===== src/rtl/macro_reduction_gather_if.sv =====
// Handshake bundle between the gather stage and its sources/consumer.
// Sources drive in_*; the consumer drives out_ready; the gather stage drives the rest.
interface macro_reduction_gather_if #(
  parameter int INPUT_WIDTH = 1,
  parameter int INPUT_COUNT = 1
);
  logic [INPUT_COUNT-1:0]             in_valid;
  logic [INPUT_COUNT-1:0]             in_ready;
  logic [INPUT_WIDTH*INPUT_COUNT-1:0] in_data;
  logic                               out_valid;
  logic                               out_ready;
  logic [INPUT_WIDTH*INPUT_COUNT-1:0] out_data;
  logic [INPUT_WIDTH-1:0]             out_q;
  logic [INPUT_COUNT-1:0]             arrived;

  modport master (
    output in_valid, in_data, out_ready,
    input  in_ready, out_valid, out_data, out_q, arrived
  );

  modport slave (
    input  in_valid, in_data, out_ready,
    output in_ready, out_valid, out_data, out_q, arrived
  );
endinterface


===== src/rtl/macro_reduction_gather.sv =====
// Gathers one vector per source, then presents the packed vector plus a
// registered per-bit NAND across all sources through one valid/ready port.
module macro_reduction_gather #(
  parameter int INPUT_WIDTH = 1,
  parameter int INPUT_COUNT = 1
) (
  input  logic                    clk,
  input  logic                    reset,
  input  logic                    flush,
  macro_reduction_gather_if.slave bus
);

  typedef enum logic {COLLECT, OUTPUT} state_t;

  state_t                 state_q, state_d;
  logic [INPUT_COUNT-1:0] arrived_q, arrived_d;
  logic [INPUT_WIDTH-1:0] out_q_q, out_q_d;
  logic [INPUT_WIDTH-1:0] slot_q [INPUT_COUNT];
  logic [INPUT_WIDTH-1:0] slot_d [INPUT_COUNT];
  logic [INPUT_COUNT-1:0] capture;
  logic [INPUT_WIDTH-1:0] and_acc;

  always_ff @(posedge clk) begin
    if (reset) begin
      state_q   <= COLLECT;
      arrived_q <= '0;
      out_q_q   <= '0;
      for (int i = 0; i < INPUT_COUNT; i++) begin
        slot_q[i] <= '0;
      end
    end else begin
      state_q   <= state_d;
      arrived_q <= arrived_d;
      out_q_q   <= out_q_d;
      for (int i = 0; i < INPUT_COUNT; i++) begin
        slot_q[i] <= slot_d[i];
      end
    end
  end

  always_comb begin
    state_d   = state_q;
    arrived_d = arrived_q;
    out_q_d   = out_q_q;
    slot_d    = slot_q;
    and_acc   = '1;
    capture   = (state_q == COLLECT) ? (bus.in_valid & ~arrived_q) : '0;

    // The NAND must see data captured this very cycle, so reduce over slot_d.
    for (int i = 0; i < INPUT_COUNT; i++) begin
      if (capture[i]) begin
        slot_d[i] = bus.in_data[i*INPUT_WIDTH +: INPUT_WIDTH];
      end
      and_acc = and_acc & slot_d[i];
    end

    case (state_q)
      COLLECT: begin
        arrived_d = arrived_q | capture;
        if (&arrived_d) begin
          state_d = OUTPUT;
          out_q_d = ~and_acc;
        end
      end
      OUTPUT: begin
        if (bus.out_ready) begin
          state_d   = COLLECT;
          arrived_d = '0;
          out_q_d   = '0;
        end
      end
      default: state_d = COLLECT;
    endcase

    // Abort discards this cycle's captures and any handshake.
    if (flush) begin
      slot_d    = slot_q;
      state_d   = COLLECT;
      arrived_d = '0;
      out_q_d   = '0;
    end
  end

  assign bus.in_ready  = (state_q == COLLECT) ? ~arrived_q : '0;
  assign bus.out_valid = (state_q == OUTPUT);
  assign bus.out_q     = out_q_q;
  assign bus.arrived   = arrived_q;

  for (genvar gi = 0; gi < INPUT_COUNT; gi++) begin : g_pack
    assign bus.out_data[gi*INPUT_WIDTH +: INPUT_WIDTH] = slot_q[gi];
  end

endmodule


===== src/flat_wrapper.sv =====
// flat-port wrapper written by rule: the top's interface ports become plain ports
module macro_reduction_gather_flat 
#(
  parameter int INPUT_WIDTH = 1,
  parameter int INPUT_COUNT = 1
)
  (clk, reset, flush, bus_in_valid, bus_in_data, bus_out_ready, bus_in_ready, bus_out_valid, bus_out_data, bus_out_q, bus_arrived);
  macro_reduction_gather_if #(.INPUT_WIDTH(INPUT_WIDTH), .INPUT_COUNT(INPUT_COUNT)) bus_i ();
  input  logic clk;
  input  logic reset;
  input  logic flush;
  input wire logic [$bits(bus_i.in_valid)-1:0] bus_in_valid;
  input wire logic [$bits(bus_i.in_data)-1:0] bus_in_data;
  input wire logic [$bits(bus_i.out_ready)-1:0] bus_out_ready;
  output wire logic [$bits(bus_i.in_ready)-1:0] bus_in_ready;
  output wire logic [$bits(bus_i.out_valid)-1:0] bus_out_valid;
  output wire logic [$bits(bus_i.out_data)-1:0] bus_out_data;
  output wire logic [$bits(bus_i.out_q)-1:0] bus_out_q;
  output wire logic [$bits(bus_i.arrived)-1:0] bus_arrived;
  assign bus_i.in_valid = bus_in_valid;
  assign bus_i.in_data = bus_in_data;
  assign bus_i.out_ready = bus_out_ready;
  assign bus_in_ready = bus_i.in_ready;
  assign bus_out_valid = bus_i.out_valid;
  assign bus_out_data = bus_i.out_data;
  assign bus_out_q = bus_i.out_q;
  assign bus_arrived = bus_i.arrived;
  macro_reduction_gather #(.INPUT_WIDTH(INPUT_WIDTH), .INPUT_COUNT(INPUT_COUNT)) u_core (.clk(clk), .reset(reset), .flush(flush), .bus(bus_i));
endmodule

===== config.mk =====
export PLATFORM = sky130hd
export DESIGN_NAME = macro_reduction_gather_flat
export DESIGN_NICKNAME = d
export VERILOG_FILES = /design/src/rtl/macro_reduction_gather_if.sv /design/src/rtl/macro_reduction_gather.sv /design/src/flat_wrapper.sv
export SDC_FILE = /design/constraint.sdc
export NUM_CORES = 1
export LEC_CHECK = 0
export ABC_AREA = 1
export BUFFER_PORTS_ARGS = -buffer_cell sky130_fd_sc_hd__buf_2
export CELL_PAD_IN_SITES_DETAIL_PLACEMENT = 0
export CELL_PAD_IN_SITES_GLOBAL_PLACEMENT = 1
export CORE_AREA = 2 2 39 41
export DETAILED_ROUTE_END_ITERATION = 16
export DIE_AREA = 0 0 41 43
export GPL_ROUTABILITY_DRIVEN = 0
export PLACE_DENSITY = 0.48
export SLEW_MARGIN = 20
export SYNTH_ARGS = -nofsm -noshare
export SYNTH_HDL_FRONTEND = slang
export SYNTH_SLANG_ARGS = --single-unit

===== constraint.sdc =====
create_clock -name clk -period 2.32 [get_ports clk]
set_clock_uncertainty 0.15 [all_clocks]
set_input_delay 0.232 -clock clk [delete_from_list [all_inputs] [get_ports clk]]
set_output_delay 0.232 -clock clk [all_outputs]
set_load 0.05 [all_outputs]

==> impl_metrics.py, run 1 <==
metrics = {
    "run_status": {
        "status": "completed",
    },
    "detailed_routing": {
        "drc_errors": 0,
        "via_count": 230,
        "routedWlPerCell_um": 7.823,
        "drt_iter0_drc": 5,
        "ant_nets": 0,
        "via_per_inst": 3.710,
        "totalWireLength_um": 485,
        "firstDrtPassIters": 2,
    },
    "sta": {
        "clock.fmax_ghz": 0.7107,
        "worst_slack_ps": 912.9,
        "slew_headroom_pct": 83.51,
        "finalHoldViolCount": 0,
        "layout_min_cycle_time_ps": 1407,
        "slew_viol_final": 0,
        "tightest_slew_ps": 249.1,
        "rsz0062_at_grt": "no",
        "finalSetupTns_ps": 0,
        "hold_slack_ps": 100.4,
        "setup_viol": 0,
        "period_share_pct": 60.65,
    },
    "worst_setup_path": {
        "crit_required_ps": 1940,
        "cp_max_fo": 5,
        "timing.rr.end": "u_core.bus.out_q$_SDFFE_PP0P_",
        "crit_chain": "nor2_4 -> buf_2",
        "path_buf_inv": 1,
        "startpoint_type": "flip-flop",
        "crit_arrival_ps": 1030,
        "slowest_stage": "dfxtp_1",
        "crit_type": "reg -> out",
        "cp_top_family": "flip-flops",
        "worstRegToRegCells": 5,
        "path_depth": 2,
        "slowest_delay_ps": 350,
        "r2r_start": "u_core.bus.arrived$_SDFFE_PP0P_",
        "cp-end-kind": "output pin",
        "rrSetupSlack_ps": 1260,
    },
    "global_routing": {
        "grt_overflow": 0,
        "grt_max_degree": 6,
        "grt_usage_pct": 7.831,
        "grt_first_pass_wirelength_um": 793,
        "antenna_found_initial": 0,
        "grt_pass1_vias": 200,
    },
    "die": {
        "die_w_um": 41,
        "start_util_pct": 15.37,
        "core_area_mm2": 0.001384,
        "ios": 11,
        "die_y_um": 43,
        "rows": 14,
        "die_area_mm2": 0.001763,
    },
    "clock_tree": {
        "clock_latency_ps": 240,
        "clkTransAtPathRegs_ps": 40,
        "cts_buffer_depth": 2,
        "cts_hold_buf": 0,
        "cts_buffers": 3,
        "cts_sinks": 4,
        "htree_levels": 1,
        "post_cts_buffers": 0,
        "cts_tree": "done",
        "ctsResizeCount": 0,
        "cts_root_buf": "clkbuf_4",
    },
    "power_and_ir_drop": {
        "power.density_mw_per_mm2": 707.5,
        "p_leak_nw": 0.1698,
        "peakVddDrop_v": 0.0002545,
    },
    "yosys": {
        "syn_area_per_cell_um2": 6.446,
        "yosys.cell_types.count": 10,
        "ys_seq_area_share_pct": 37.65,
        "synth_nets": 39,
        "synth_area_um2": 212.7,
        "synth_cells": 33,
        "ys_warn_count": 0,
        "ys_seq_elements": 4,
    },
    "final_layout": {
        "final_common_cell": "buf_2",
        "fin_nets": 54,
        "areaGrowthSynthToFinish_pct": 43.53,
        "fillers": 173,
        "fin_area_um2": 305.3,
        "final_util_pct": 22.06,
        "drive_above_1_share_pct": 32.61,
        "antenna_cells": 0,
        "layout_common_cells": "buf_2 (10), inv_1 (8), nand2_1 (7)",
    },
    "placed_design": {
        "hpwl_um": 409.5,
        "place_area_um2": 282.8,
        "port_buffers": 10,
        "dp_slack_ps": 1162,
    },
    "worst_hold_path": {
        "whs_endpoint": "u_core.bus.out_data$_SDFFE_PP0N_",
        "hold_depth": 4,
        "hold_start": "reset",
        "hold_class": "in -> reg",
    },
    "job": {
        "maxCapViolations": 0,
    },
}
## routing by layer
layer / share of wire [%] / GRT usage [%] / up-vias / wire length [um]
met5: 0 / 0 / - / 0
li1: - / - / 127 / -
met4: 2.1 / 6.000 / 0 / 10
met1: 45 / 8.360 / 89 / 218
met3: 14 / 7.853 / 2 / 68
met2: 39 / 8.750 / 12 / 187
## flip-flops by register name, summed over array words and instances (netlist names)
name and count:
u_core.bus.out_q 1, u_core.bus.out_valid 1, u_core.bus.arrived 1, u_core.bus.out_data 1
## synthesized netlist by cell type
cell type | count | area, um2
nand3_1 | 4 | 20.02
inv_1 | 8 | 30.03
o21ai_1 | 1 | 5.000
nand2_1 | 7 | 26.28
dfxtp_1 | 4 | 80.08
nor2_4 | 1 | 11.26
a21boi_1 | 1 | 7.510
nand2_2 | 1 | 6.260
nor2_1 | 3 | 11.26
a21oi_1 | 3 | 15.01
## cell type report
cell class | count | area, um2 | share of cell area [%]
sequential | 4 | 80.08 | 26.23
clock buffer | 3 | 22.52 | 7.377
timing repair buffer | 10 | 50.05 | 16.39
inverter | 8 | 30.03 | 9.836
tap | 16 | 20.02 | 6.557
multi-input combinational | 21 | 102.6 | 33.61
## worst max-delay path by stage
stage	from	to	slack [ps]
floorplan	u_core.bus.arrived$_SDFFE_PP0P_	u_core.bus.out_data$_SDFFE_PP0N_	860
global placement	u_core.bus.arrived$_SDFFE_PP0P_	bus_in_ready	1180
detailed placement	u_core.bus.arrived$_SDFFE_PP0P_	bus_in_ready	1160
CTS	u_core.bus.arrived$_SDFFE_PP0P_	bus_in_ready	900
global route	u_core.bus.arrived$_SDFFE_PP0P_	bus_in_ready	870
finish	u_core.bus.arrived$_SDFFE_PP0P_	bus_in_ready	910
## through the flow
stage,instances,total power [W]
2_1_floorplan,33,0.0001167
3_3_place_gp,59,0.0001326
3_5_place_dp,59,0.0001319
4_1_cts,62,0.0002209
5_1_grt,62,0.0002302
6_report,62,0.0002160
## worst register-to-register path, delay by kind of cell, from the launching register on
family / cells / cell delay, ps
buf+inv: 1 / 30
flops: 1 / 420
simple gates: 4 / 340
## logic make-up (layout without fill, tap and decap cells)
logic type,count (synthesis),count (layout),share of synthesized area (%)
simple gates,16,16,35.30
flops,4,4,37.65
compound gates,5,5,12.94
buf+inv,8,21,14.12
## report_power, final
part           switching (W)  total (W)  internal (W)  leakage [nW]
combinational      0.0000368  0.0000522     0.0000153         0.123
sequential        0.00000456  0.0000781     0.0000735        0.0329
clock              0.0000280  0.0000858     0.0000578        0.0138
Note: power is estimated with default switching activity, not from simulation.
==> inputs of run 2 (changes only) <==
- clock period: 2.32 -> 1.3 ns (I/O delays scaled with it)
==> run 2 against run 1 <==
Design area up 10%; utilization up 2.3 points; die area unchanged; first-iteration DRC count up 60%; global-route usage down 0.60 points.
==> impl_metrics.py, run 2 (synthesis results as in run 1) <==
metrics = {
    "sta": {
        "finalSetupTns_ps": 0,
        "period_share_pct": 96.50,
        "finalHoldViolCount": 0,
        "slew_viol_final": 0,
        "tightest_slew_ps": 249.9,
        "setup_viol": 0,
        "slew_headroom_pct": 83.46,
        "clock.fmax_ghz": 0.7971,
        "layout_min_cycle_time_ps": 1255,
        "rsz0062_at_grt": "no",
        "worst_slack_ps": 45.44,
        "hold_slack_ps": 20.13,
    },
    "worst_setup_path": {
        "slowest_delay_ps": 360,
        "startpoint_type": "flip-flop",
        "cp_max_fo": 5,
        "path_depth": 2,
        "cp_top_family": "flip-flops",
        "path_buf_inv": 1,
        "crit_type": "reg -> out",
        "crit_arrival_ps": 970,
        "rrSetupSlack_ps": 270,
        "worstRegToRegCells": 6,
        "crit_required_ps": 1020,
        "slowest_stage": "dfxtp_4",
        "crit_chain": "nor2_4 -> clkbuf_4",
        "cp-end-kind": "output pin",
    },
    "final_layout": {
        "layout_common_cells": "buf_2 (9), inv_1 (8), nand2_1 (7)",
        "areaGrowthSynthToFinish_pct": 58.24,
        "antenna_cells": 0,
        "fin_nets": 56,
        "final_util_pct": 24.32,
        "fin_area_um2": 336.6,
        "final_common_cell": "buf_2",
        "drive_above_1_share_pct": 34.69,
    },
    "clock_tree": {
        "htree_levels": 1,
        "cts_root_buf": "clkbuf_4",
        "clock_latency_ps": 240,
        "cts_sinks": 4,
        "clkTransAtPathRegs_ps": 40,
        "cts_buffer_depth": 2,
        "post_cts_buffers": 0,
        "cts_buffers": 3,
        "cts_tree": "done",
    },
    "detailed_routing": {
        "via_count": 253,
        "routedWlPerCell_um": 7.877,
        "totalWireLength_um": 512,
        "drc_errors": 0,
        "drt_iter0_drc": 8,
        "via_per_inst": 3.892,
        "firstDrtPassIters": 4,
        "ant_nets": 0,
    },
    "die": {
        "die_w_um": 41,
        "rows": 14,
        "start_util_pct": 15.37,
        "die_y_um": 43,
        "die_area_mm2": 0.001763,
        "core_area_mm2": 0.001384,
        "ios": 11,
    },
    "power_and_ir_drop": {
        "power.density_mw_per_mm2": 1218,
        "peakVddDrop_v": 0.0004929,
        "p_leak_nw": 0.1818,
    },
    "placed_design": {
        "dp_slack_ps": 265.8,
        "place_area_um2": 287.8,
        "hpwl_um": 416.5,
        "port_buffers": 10,
    },
    "worst_hold_path": {
        "hold_class": "in -> reg",
        "hold_depth": 4,
    },
    "global_routing": {
        "grt_max_degree": 6,
        "antenna_found_initial": 0,
        "grt_usage_pct": 7.236,
        "grt_pass1_vias": 229,
        "grt_first_pass_wirelength_um": 800,
        "grt_overflow": 0,
    },
    "job": {
        "maxCapViolations": 0,
    },
    "run_status": {
        "status": "completed",
    },
}
[run 2: layout make-up]
cell class | instances | area (um2)
timing repair buffer | 12 | 72.57
sequential | 4 | 85.08
tap | 16 | 20.02
inverter | 8 | 30.03
fill | 163 | 1047
clock buffer | 4 | 26.28
multi-input combinational | 21 | 102.6
[run 2: worst reg2reg max path: stages (launching register included)]
cell     delay [ps]
dfxtp_4         360
nor2_4          140
nand2_2          60
nand2_1          60
nand3_1          60
nand2_1          60
inv_1            30
[run 2: path summary, 6_finish.rpt]
path / from / to
worst max register to register: u_core.bus.out_valid$_SDFF_PP0_ / u_core.bus.out_q$_SDFFE_PP0P_
worst min-delay path: flush / u_core.bus.out_data$_SDFFE_PP0N_
worst min register to register: u_core.bus.arrived$_SDFFE_PP0P_ / u_core.bus.arrived$_SDFFE_PP0P_
worst max-delay path: u_core.bus.out_valid$_SDFF_PP0_ / bus_in_ready
[run 2: layer usage]
| layer | part of all wire, % | track usage, % | vias to the layer above |
|---|---|---|---|
| met3 | 9.0 | 6.283 | 2 |
| met5 | 0 | 0 | - |
| met2 | 47 | 9.688 | 10 |
| li1 | - | - | 132 |
| met4 | 0.98 | 4.000 | 0 |
| met1 | 43 | 7.419 | 109 |
[run 2: metrics by stage]
step | std cells | total power [W]
2_1_floorplan | 33 | 0.0002081
3_5_place_dp | 59 | 0.0002353
3_3_place_gp | 59 | 0.0002366
4_1_cts | 65 | 0.0004195
6_report | 65 | 0.0004100
5_1_grt | 65 | 0.0004418
[run 2: timing repair]
item	4_1_cts	5_1_grt
hold buffers	2	0
resized for setup	0	1
endpoints found under the setup margin	0	1
endpoints found under the hold margin	2	0
[run 2: power by group]
group | switching (W) | internal, W
sequential | 0.00000806 | 0.000131
combinational | 0.0000665 | 0.0000328
clock | 0.0000565 | 0.000116
==> inputs of run 3 (changes only) <==
- PLACE_DENSITY: 0.48 -> default
- PLACE_DENSITY_LB_ADDON: default -> 0.1
- REMOVE_ABC_BUFFERS: default -> 1
==> run 3 against run 2 <==
Largest power group unchanged; non-clock buffer count shrank 1; sequential cell count stayed put; largest cell class unchanged; utilization shrank 1.1 points; highest routed layer unchanged; die area is the same; sequential power about the same; clock power down 9%; count of clock-buffer cells in the layout is 1 lower.
==> impl_metrics.py, run 3 (synthesis results as in run 1) <==
metrics = {
    "run_status": {
        "status": "completed",
    },
    "worst_setup_path": {
        "worstRegToRegCells": 6,
        "cp_top_family": "flip-flops",
        "startpoint_type": "flip-flop",
        "slowest_stage": "dfxtp_1",
        "crit_chain": "buf_2",
        "slowest_delay_ps": 430,
        "crit_type": "reg -> out",
        "cp_max_fo": 5,
        "crit_required_ps": 1020,
        "crit_arrival_ps": 960,
        "path_depth": 1,
        "path_buf_inv": 1,
        "cp-end-kind": "output pin",
    },
    "detailed_routing": {
        "routedWlPerCell_um": 8.413,
        "totalWireLength_um": 530,
        "ant_nets": 0,
        "drc_errors": 0,
        "via_per_inst": 3.873,
        "via_count": 244,
        "firstDrtPassIters": 2,
        "drt_iter0_drc": 2,
    },
    "final_layout": {
        "drive_above_1_share_pct": 31.91,
        "fin_nets": 55,
        "layout_common_cells": "buf_2 (9), inv_1 (8), nand2_1 (7)",
        "areaGrowthSynthToFinish_pct": 51.18,
        "final_common_cell": "buf_2",
        "antenna_cells": 0,
    },
    "worst_hold_path": {
        "hold_depth": 4,
        "hold_class": "in -> reg",
    },
    "global_routing": {
        "grt_usage_pct": 8.626,
        "antenna_found_initial": 0,
        "grt_pass1_vias": 251,
        "grt_overflow": 0,
        "grt_first_pass_wirelength_um": 972,
        "grt_max_degree": 6,
    },
    "job": {
        "maxCapViolations": 0,
    },
    "die": {
        "start_util_pct": 15.37,
        "ios": 11,
        "die_w_um": 41,
        "core_area_mm2": 0.001384,
        "die_y_um": 43,
        "die_area_mm2": 0.001763,
        "rows": 14,
    },
    "sta": {
        "layout_min_cycle_time_ps": 1243,
        "period_share_pct": 95.58,
        "rsz0062_at_grt": "no",
        "tightest_slew_ps": 251.9,
        "setup_viol": 0,
        "finalHoldViolCount": 0,
        "clock.fmax_ghz": 0.8048,
        "worst_slack_ps": 57.47,
        "slew_viol_final": 0,
        "hold_slack_ps": 37.11,
        "slew_headroom_pct": 83.32,
    },
    "placed_design": {
        "hpwl_um": 435.4,
        "dp_slack_ps": 236.6,
        "port_buffers": 10,
    },
    "power_and_ir_drop": {
        "p_leak_nw": 0.1769,
        "peakVddDrop_v": 0.0002428,
        "power.density_mw_per_mm2": 1230,
    },
    "clock_tree": {
        "clkTransAtPathRegs_ps": 40,
        "clock_latency_ps": 230,
        "htree_levels": 1,
        "cts_buffers": 3,
        "cts_tree": "done",
        "cts_sinks": 4,
        "cts_root_buf": "clkbuf_4",
        "cts_buffer_depth": 2,
        "post_cts_buffers": 0,
    },
}
[run 3: changes by cell type in the layout (fill, tap and decap cells not counted), sizes merged]
| cell | previous run | this run |
|---|---|---|
| clkbuf | 5 | 3 |
| buf | 9 | 10 |
| dlygate4sd3 | 2 | 1 |
[run 3: timing repair]
| item | 4_1_cts | 5_1_grt |
|---|---|---|
| hold buffers | 1 | 0 |
| pin swaps | 0 | 0 |
| hold endpoints to repair | 1 | 0 |
| setup endpoints to repair | 1 | 1 |
| gates resized for setup | 1 | 1 |
[run 3: layout make-up]
type | count | area (um2)
Fill cell | 171 | 1062
Clock buffer | 3 | 22.52
Sequential cell | 4 | 80.08
Inverter | 8 | 30.03
Tap cell | 16 | 20.02
Timing Repair Buffer | 11 | 66.31
Multi-Input combinational cell | 21 | 102.6
[run 3: per-layer routing]
metal  wire, um  global-route usage [%]  up-vias  share of wire, %
met2        263                   11.88        7                50
met4          5                   8.000        0              0.94
met1        211                   9.615      106                40
li1           -                       -      129                 -
met3         49                   3.141        2               9.2
met5          0                       0        -                 0
[run 3: path summary, 6_finish.rpt]
| path | slack (ps) | to | startpoint |
|---|---|---|---|
| setup / recovery | 60 | bus_out_valid | u_core.bus.out_valid$_SDFF_PP0_ |
| hold / removal | 40 | u_core.bus.arrived$_SDFFE_PP0P_ | bus_out_ready |
| setup reg to reg | 230 | u_core.bus.out_q$_SDFFE_PP0P_ | u_core.bus.arrived$_SDFFE_PP0P_ |
| hold reg to reg | 370 | u_core.bus.out_q$_SDFFE_PP0P_ | u_core.bus.out_q$_SDFFE_PP0P_ |
[run 3: report_power, final]
group / internal [W] / switching, W / leakage [nW]
logic: 0.0000328 / 0.0000680 / 0.130
clock network: 0.000103 / 0.0000524 / 0.0138
registers: 0.000131 / 0.00000778 / 0.0329
total: 0.000267 / 0.000128 / 0.177
[run 3: metrics by stage]
step	area (um2)	utilization [%]	total power, W	TNS (ps)	instances
after floorplan	212.7	-	0.0002083	-322.4	33
after global placement	282.8	20.43	0.0002359	0	59
after detailed placement	282.8	20.43	0.0002362	0	59
after CTS	317.8	22.97	0.0004073	0	63
after global routing	321.6	23.24	0.0004314	0	63
final	321.6	23.24	0.0003954	0	63
[run 3: worst reg2reg max path, cell delays in order, from the launching register on]
cell	delay (ps)
dfxtp_1	350
nor2_4	160
nand2_2	70
nand2_1	70
nand3_1	70
nand2_1	70
inv_1	30
